==> src/rtl/cell_scan_controller_pkg.sv <==
// Shared types for the cell scan controller and the cell processor:
// opcodes, pixel/cell types, scan FSM states and neighbour-offset helpers.
package CellProcessingPkg;

  localparam int PKG_PIXEL_W = 8;
  localparam int CELL_PIXELS = 9;

  typedef enum logic [2:0] {ADD, SUB, ADDI, SUBI, AVG, MAX, MIN, PASS} opcode_t;

  typedef logic [PKG_PIXEL_W-1:0] pixel_t;
  typedef pixel_t [CELL_PIXELS-1:0] cell_t;

  typedef enum logic [2:0] {IDLE, FETCH, DRAIN, EXEC, WRITE, DONE} scan_state_t;

  function automatic pixel_t centerPixel(input cell_t c);
    return c[4];
  endfunction

  // Slot k of a 3x3 window, row-major, maps to offsets (dy,dx) in {-1,0,+1}.
  function automatic int nbr_dx(input logic [3:0] k);
    return int'(k % 4'd3) - 1;
  endfunction

  function automatic int nbr_dy(input logic [3:0] k);
    return int'(k / 4'd3) - 1;
  endfunction

endpackage

==> src/rtl/cell_scan_controller_if.sv <==
// Memory, processor and output-sink signals of the cell scan controller.
// master = controller side, slave = memory/processor/frame-buffer side.
interface cell_scan_controller_if
  import CellProcessingPkg::*;
#(
  parameter int PIXEL_W = 8,
  parameter int ADDR_W  = 12
);
  logic                   rd_en;
  logic [ADDR_W-1:0]      rd_addr;
  logic [PIXEL_W-1:0]     rd_data_a;
  logic [PIXEL_W-1:0]     rd_data_b;
  logic [9*PIXEL_W-1:0]   cell_a;
  logic [9*PIXEL_W-1:0]   cell_b;
  opcode_t                opcode;
  logic [PIXEL_W-1:0]     user_a;
  logic [PIXEL_W-1:0]     proc_result;
  logic                   wr_en;
  logic                   wr_ready;
  logic [ADDR_W-1:0]      wr_addr;
  logic [PIXEL_W-1:0]     wr_data;

  modport master (
    output rd_en, rd_addr, cell_a, cell_b, opcode, user_a, wr_en, wr_addr, wr_data,
    input  rd_data_a, rd_data_b, proc_result, wr_ready
  );

  modport slave (
    input  rd_en, rd_addr, cell_a, cell_b, opcode, user_a, wr_en, wr_addr, wr_data,
    output rd_data_a, rd_data_b, proc_result, wr_ready
  );
endinterface

==> src/rtl/cell_scan_controller_addr_gen.sv <==
// cell_addr_gen: maps centre (x,y) and window slot k to a clamped pixel
// address, flagging neighbours that fall outside the image.
module cell_addr_gen
  import CellProcessingPkg::*;
#(
  parameter int IMG_W  = 64,
  parameter int IMG_H  = 64,
  parameter int ADDR_W = $clog2(IMG_W*IMG_H),
  parameter int XW     = $clog2(IMG_W),
  parameter int YW     = $clog2(IMG_H)
) (
  input  logic [XW-1:0]     x,
  input  logic [YW-1:0]     y,
  input  logic [3:0]        k,
  output logic [ADDR_W-1:0] addr,
  output logic              oob
);

  int nx, ny, cx, cy;

  always_comb begin
    nx  = int'(x) + nbr_dx(k);
    ny  = int'(y) + nbr_dy(k);
    oob = (nx < 0) || (nx > IMG_W-1) || (ny < 0) || (ny > IMG_H-1);
    cx  = (nx < 0) ? 0 : ((nx > IMG_W-1) ? IMG_W-1 : nx);
    cy  = (ny < 0) ? 0 : ((ny > IMG_H-1) ? IMG_H-1 : ny);
    addr = ADDR_W'(cy * IMG_W + cx);
  end

endmodule

==> src/rtl/cell_scan_controller.sv <==
// Raster-order scan sequencer: fetches each pixel's 3x3 window from two memory
// banks, hands it to the cell processor and writes the result out.
// Optional build macro CELL_SCAN_ZERO_PAD_EN: out-of-image neighbours read as 0.
module cell_scan_controller
  import CellProcessingPkg::*;
#(
  parameter int PIXEL_W = 8,
  parameter int IMG_W   = 64,
  parameter int IMG_H   = 64,
  parameter int ADDR_W  = $clog2(IMG_W*IMG_H)
) (
  input  logic                clk,
  input  logic                rst,
  input  logic                start,
  input  opcode_t             op_in,
  input  logic [PIXEL_W-1:0]  user_in,
  output logic                busy,
  output logic                done,
  cell_scan_controller_if.master bus
);

  localparam int XW = $clog2(IMG_W);
  localparam int YW = $clog2(IMG_H);

`ifdef CELL_SCAN_ZERO_PAD_EN
  localparam bit ZERO_PAD = 1'b1;
`else
  localparam bit ZERO_PAD = 1'b0;
`endif

  scan_state_t         state_reg, state_next;
  logic [XW-1:0]       x_reg;
  logic [YW-1:0]       y_reg;
  logic [3:0]          k_reg;
  logic                busy_reg, done_reg;
  opcode_t             opcode_reg;
  logic [PIXEL_W-1:0]  user_reg;
  logic [ADDR_W-1:0]   wr_addr_reg;
  logic [PIXEL_W-1:0]  wr_data_reg;
  logic                cap_valid_reg;
  logic [3:0]          cap_slot_reg;
  logic                cap_oob_reg;

  logic                rd_en_c, wr_en_c, oob_c, last_pixel, pad_hit;
  logic [ADDR_W-1:0]   rd_addr_c;

  cell_addr_gen #(
    .IMG_W  (IMG_W),
    .IMG_H  (IMG_H),
    .ADDR_W (ADDR_W),
    .XW     (XW),
    .YW     (YW)
  ) u_addr_gen (
    .x    (x_reg),
    .y    (y_reg),
    .k    (k_reg),
    .addr (rd_addr_c),
    .oob  (oob_c)
  );

  assign last_pixel = (x_reg == XW'(IMG_W-1)) && (y_reg == YW'(IMG_H-1));
  assign pad_hit    = ZERO_PAD && cap_oob_reg;

  always_ff @(posedge clk or negedge rst) begin
    if (!rst) state_reg <= IDLE;
    else      state_reg <= state_next;
  end

  always_comb begin
    state_next = state_reg;
    rd_en_c    = 1'b0;
    wr_en_c    = 1'b0;
    unique case (state_reg)
      IDLE:  if (start) state_next = FETCH;
      FETCH: begin
        rd_en_c = 1'b1;
        if (k_reg == 4'd8) state_next = DRAIN;
      end
      DRAIN: state_next = EXEC;
      EXEC:  state_next = WRITE;
      WRITE: begin
        wr_en_c = 1'b1;
        if (bus.wr_ready) state_next = last_pixel ? DONE : FETCH;
      end
      DONE:  state_next = IDLE;
      default: state_next = IDLE;
    endcase
  end

  always_ff @(posedge clk or negedge rst) begin
    if (!rst) begin
      x_reg         <= '0;
      y_reg         <= '0;
      k_reg         <= '0;
      busy_reg      <= 1'b0;
      done_reg      <= 1'b0;
      opcode_reg    <= ADD;
      user_reg      <= '0;
      wr_addr_reg   <= '0;
      wr_data_reg   <= '0;
      cap_valid_reg <= 1'b0;
      cap_slot_reg  <= '0;
      cap_oob_reg   <= 1'b0;
    end else begin
      done_reg      <= (state_reg == DONE);
      // Read data returns one cycle after the strobe, so its slot tag trails k.
      cap_valid_reg <= rd_en_c;
      cap_slot_reg  <= k_reg;
      cap_oob_reg   <= oob_c;
      case (state_reg)
        IDLE: if (start) begin
          opcode_reg <= op_in;
          user_reg   <= user_in;
          x_reg      <= '0;
          y_reg      <= '0;
          k_reg      <= '0;
          busy_reg   <= 1'b1;
        end
        FETCH: k_reg <= (k_reg == 4'd8) ? 4'd0 : k_reg + 4'd1;
        EXEC: begin
          wr_data_reg <= bus.proc_result;
          wr_addr_reg <= ADDR_W'(int'(y_reg) * IMG_W + int'(x_reg));
        end
        WRITE: if (bus.wr_ready) begin
          if (x_reg == XW'(IMG_W-1)) begin
            x_reg <= '0;
            y_reg <= (y_reg == YW'(IMG_H-1)) ? '0 : y_reg + YW'(1);
          end else begin
            x_reg <= x_reg + XW'(1);
          end
        end
        DONE: busy_reg <= 1'b0;
        default: ;
      endcase
    end
  end

  genvar gi;
  generate
    for (gi = 0; gi < CELL_PIXELS; gi++) begin : g_slot
      logic [PIXEL_W-1:0] slot_a_reg, slot_b_reg;

      always_ff @(posedge clk or negedge rst) begin
        if (!rst) begin
          slot_a_reg <= '0;
          slot_b_reg <= '0;
        end else if (cap_valid_reg && cap_slot_reg == 4'(gi)) begin
          slot_a_reg <= pad_hit ? '0 : bus.rd_data_a;
          slot_b_reg <= pad_hit ? '0 : bus.rd_data_b;
        end
      end

      assign bus.cell_a[gi*PIXEL_W +: PIXEL_W] = slot_a_reg;
      assign bus.cell_b[gi*PIXEL_W +: PIXEL_W] = slot_b_reg;
    end
  endgenerate

  assign bus.rd_en   = rd_en_c;
  assign bus.rd_addr = rd_addr_c;
  assign bus.wr_en   = wr_en_c;
  assign bus.wr_addr = wr_addr_reg;
  assign bus.wr_data = wr_data_reg;
  assign bus.opcode  = opcode_reg;
  assign bus.user_a  = user_reg;
  assign busy        = busy_reg;
  assign done        = done_reg;

endmodule
==> src/flat_wrapper.sv <==
// flat-port wrapper written by rule: the top's interface ports become plain ports
module cell_scan_controller_flat import CellProcessingPkg::*;
#(
  parameter int PIXEL_W = 8,
  parameter int IMG_W   = 64,
  parameter int IMG_H   = 64,
  parameter int ADDR_W  = $clog2(IMG_W*IMG_H)
)
  (clk, rst, start, op_in, user_in, busy, done, bus_rd_en, bus_rd_addr, bus_cell_a, bus_cell_b, bus_opcode, bus_user_a, bus_wr_en, bus_wr_addr, bus_wr_data, bus_rd_data_a, bus_rd_data_b, bus_proc_result, bus_wr_ready);
  cell_scan_controller_if #(.PIXEL_W(PIXEL_W), .ADDR_W(ADDR_W)) bus_i ();
  input  logic clk;
  input  logic rst;
  input  logic start;
  input  opcode_t op_in;
  input  logic [PIXEL_W-1:0] user_in;
  output logic busy;
  output logic done;
  output wire logic [$bits(bus_i.rd_en)-1:0] bus_rd_en;
  output wire logic [$bits(bus_i.rd_addr)-1:0] bus_rd_addr;
  output wire logic [$bits(bus_i.cell_a)-1:0] bus_cell_a;
  output wire logic [$bits(bus_i.cell_b)-1:0] bus_cell_b;
  output wire logic [$bits(bus_i.opcode)-1:0] bus_opcode;
  output wire logic [$bits(bus_i.user_a)-1:0] bus_user_a;
  output wire logic [$bits(bus_i.wr_en)-1:0] bus_wr_en;
  output wire logic [$bits(bus_i.wr_addr)-1:0] bus_wr_addr;
  output wire logic [$bits(bus_i.wr_data)-1:0] bus_wr_data;
  input wire logic [$bits(bus_i.rd_data_a)-1:0] bus_rd_data_a;
  input wire logic [$bits(bus_i.rd_data_b)-1:0] bus_rd_data_b;
  input wire logic [$bits(bus_i.proc_result)-1:0] bus_proc_result;
  input wire logic [$bits(bus_i.wr_ready)-1:0] bus_wr_ready;
  assign bus_rd_en = bus_i.rd_en;
  assign bus_rd_addr = bus_i.rd_addr;
  assign bus_cell_a = bus_i.cell_a;
  assign bus_cell_b = bus_i.cell_b;
  assign bus_opcode = bus_i.opcode;
  assign bus_user_a = bus_i.user_a;
  assign bus_wr_en = bus_i.wr_en;
  assign bus_wr_addr = bus_i.wr_addr;
  assign bus_wr_data = bus_i.wr_data;
  assign bus_i.rd_data_a = bus_rd_data_a;
  assign bus_i.rd_data_b = bus_rd_data_b;
  assign bus_i.proc_result = bus_proc_result;
  assign bus_i.wr_ready = bus_wr_ready;
  cell_scan_controller #(.PIXEL_W(PIXEL_W), .IMG_W(IMG_W), .IMG_H(IMG_H), .ADDR_W(ADDR_W)) u_core (.clk(clk), .rst(rst), .start(start), .op_in(op_in), .user_in(user_in), .busy(busy), .done(done), .bus(bus_i));
endmodule
==> config.mk <==
export PLATFORM = sky130hd
export DESIGN_NAME = cell_scan_controller_flat
export DESIGN_NICKNAME = d
export VERILOG_FILES = /design/src/rtl/cell_scan_controller_pkg.sv /design/src/rtl/cell_scan_controller_if.sv /design/src/rtl/cell_scan_controller_addr_gen.sv /design/src/rtl/cell_scan_controller.sv /design/src/flat_wrapper.sv
export SDC_FILE = /design/constraint.sdc
export NUM_CORES = 1
export LEC_CHECK = 0
export ABC_AREA = 1
export CAP_MARGIN = 0
export CORE_MARGIN = 2
export CORE_UTILIZATION = 30
export CTS_CLUSTER_SIZE = 14
export DETAILED_ROUTE_END_ITERATION = 16
export PLACE_DENSITY_LB_ADDON = 0.05
export SLEW_MARGIN = 5
export SYNTH_ARGS = -nofsm -noshare
export SYNTH_HDL_FRONTEND = slang
export SYNTH_SLANG_ARGS = --single-unit
==> constraint.sdc <==
create_clock -name clk -period 7.6 [get_ports clk]
set_input_delay 2.28 -clock clk [delete_from_list [all_inputs] [get_ports clk]]
set_output_delay 2.28 -clock clk [all_outputs]
set_load 0.01 [all_outputs]
==> results.ini <==
[outcome]
status = finished, final reports clean

[logic_synthesis]
synthArstFlopShare_pct = 100.0
synthAdderAreaFrac_pct = 7.594
synthFlopType = dfrtp_1
synthSimpleGateAreaFrac_pct = 22.34
avgSynthCellArea_um2 = 7.872
ys_types = 45
synth-seq-cells = 201
synth-seq-area-share_pct = 45.70
netlist_area_um2 = 11010
synth_edf_count = 0
synth_xor_area_share_pct = 2.603
yosys_warnings = 0
muxShareOfSynthArea_pct = 0.8186
synth_cells = 1398
synth_compound_area_share_pct = 12.32
synth_top_family_by_area = simple AND/OR/NAND/NOR gates

[grt]
gr-usage-all-layers_pct = 17.94
grt_overflow = 0
grt_max_degree = 116
antenna_found_initial = 0
grt_first_pass_wirelength_mm = 54.37
grt_pass1_vias = 9442

[floorplan]
core_area_um2 = 36350
ioPinCount = 230
die_h_um = 195.5
start_util_pct = 30.28
die_w_um = 195.5
num_rows = 70
fp.dieArea_um2 = 38230

[critical_path]
crit_type = flop to output port
crit_path_end_kind = output port
worst_path_max_delay_cell = dfrtp_2
crit_fanout = 7
critPathRequiredTime_ns = 5.32
crit_top_cell = nand2_2
cp_slowest_stage_delay_ns = 0.46
crit_arrival_ns = 5.20
path_buf_inv = 9
crit_path_start_kind = flop
crit_family = simple AND/OR/NAND/NOR gates

[timing]
worstMarginPinSlew_ns = 1.011
slew_viol_final = 0
hold_violations = 0
max_freq_ghz = 0.1336
setup_viol = 0
clock_skew_ns = 0.02851
fin_setup_tns_ns = 0
rsz0062_at_grt = yes
hold_ws_ns = 0.4690
period_share_pct = 98.46
layout_min_cycle_time_ns = 7.483
maxSlewHeadroom_pct = 32.39

[routing]
first_pass_iters = 5
wirelength_mm = 35.02
wire_per_inst_um = 16.03
drc = 0
drt_iter0_drc = 481
viasPerCell = 4.568
num_vias = 9982
antenna_left = 0

[layout]
final_nets = 1805
nFillCells = 3675
drive_gt1_share_pct = 18.64
antenna_cells = 0
fin_util_pct = 43.87
syn2layout_area_growth_pct = 44.87
stdcell_count = 2185

[clock_tree]
root_buffer = clkbuf_16
clk_latency_ns = 0.52
cts_made_buffers = 23
clockBufferDepth = 3
cts.sinks = 201
cts_tree = done
holdBufCountCts = 0
clk_pin_slew_ns = 0.06
htreeDepth = 1

[placed_design]
gp_congestion = 0.8699
port_buffers = 229
dp.cells = 2105
hpwlAfterDp_mm = 25.60

[job]
cap_viol_max_count = 0

[worst_hold_path]
hp-class = flop to flop

[worst min-delay path, stage by stage, from the launching register on]
cell	delay, ns
dfrtp_1	0.34
nand2_1	0.05
nand2_1	0.05
[cells in the final DEF, fill, tap and decap left out, types with 8 or more instances in the layout]
| master | instances |
|---|---|
| clkbuf_16 | 23 |
| a21oi_2 | 9 |
| a21oi_1 | 93 |
| nand2_1 | 288 |
| mux2_2 | 8 |
| nand2_4 | 9 |
| xor2_1 | 20 |
| ha_1 | 38 |
| inv_1 | 193 |
| nor2_1 | 123 |
| nand2_2 | 38 |
| nand3_2 | 11 |
| o21ai_0 | 114 |
| inv_2 | 16 |
| nor2_2 | 23 |
| buf_4 | 70 |
| nand3_1 | 32 |
| nor2_4 | 15 |
| clkdlybuf4s50_1 | 216 |
| dfrtp_1 | 200 |
| nand4_1 | 21 |
| ha_4 | 17 |
[per-layer routing]
metal	GRT usage (%)	share of wire, %	routed length (µm)
met1	26.52	49	17180
met3	1.917	4.5	1566
met5	0	0	0
met2	28.51	45	15720
met4	3.421	1.6	553
[cells in the mapped netlist (3+ instances only)]
cell type | count | area [µm²]
nor2_1 | 157 | 589.3
o21bai_1 | 6 | 45.04
nand3b_1 | 5 | 37.54
o21ai_0 | 123 | 615.6
dfrtp_1 | 201 | 5030
clkbuf_1 | 33 | 123.9
nand4_1 | 21 | 131.4
nand3_1 | 45 | 225.2
nor3_1 | 10 | 50.05
a21o_1 | 3 | 22.52
xnor2_1 | 7 | 61.31
nand2_1 | 332 | 1246
ha_1 | 62 | 775.7
a21oi_1 | 103 | 515.5
inv_2 | 8 | 30.03
xor2_1 | 22 | 192.7
mux2_2 | 8 | 90.09
inv_1 | 205 | 769.5
and2_1 | 4 | 25.02
fa_1 | 3 | 60.06
o21ai_2 | 3 | 26.28
[what timing repair did]
| action | 4_1_cts | 5_1_grt |
|---|---|---|
| buffers inserted | 7 | 32 |
| endpoints found under the setup margin | 7 | 12 |
| pin swaps | 9 | 45 |
| resized for setup | 41 | 199 |
[path summary, 6_finish.rpt]
check,from,to,slack [ns],cells after the start
worst max-delay path,u_core.k_reg[3]$_DFFE_PN0P_,bus_rd_addr[1],0.12,37
worst min register to register,u_core.bus.user_a[1]$_DFFE_PN0P_,u_core.bus.user_a[1]$_DFFE_PN0P_,0.47,2
worst max register to register,u_core.state_reg[1]$_DFFE_PN0P_,u_core.y_reg[5]$_DFFE_PN0P_,5.05,11
min in group asynchronous,rst,u_core.g_slot[3].slot_b_reg[1]$_DFFE_PN0P_,1.79,1
max in group asynchronous,rst,u_core.g_slot[4].slot_b_reg[7]$_DFFE_PN0P_,4.65,2
worst min-delay path,u_core.bus.user_a[1]$_DFFE_PN0P_,u_core.bus.user_a[1]$_DFFE_PN0P_,0.47,2
[final cells by class]
type | instances | area, µm² | share of cell area, %
clock buffers | 32 | 669.4 | 4.198
clock inverters | 9 | 93.84 | 0.5886
inverters | 214 | 815.8 | 5.117
multi-input cells | 953 | 5818 | 36.49
flip-flops and latches | 201 | 5031 | 31.55
well taps | 468 | 585.6 | 3.673
repair buffers | 308 | 2930 | 18.38
[stage by stage]
stage          worst slack (ns)  cell area [µm²]
5_1_grt                 -0.2318            15940
3_5_place_dp           -0.03759            14100
2_1_floorplan            0.9376            11020
3_3_place_gp            0.06691            14100
4_1_cts                0.007096            14990
6_report                 0.1174            15940
[logic make-up (layout without fill, tap and decap cells)]
kind of cell | Yosys count | count (layout)
AND/OR/NAND/NOR | 590 | 590
AO/OA/AOI/OAI | 253 | 253
multiplexers | 8 | 8
adder cells (fa/ha/maj) | 65 | 65
buffers and inverters | 248 | 563
flip-flops | 201 | 201
XOR/XNOR | 31 | 31
other | 2 | 6
Power is left out: the tool's default activity adds up to more than one toggle a clock period on the data nets, which glitch-free logic cannot reach.
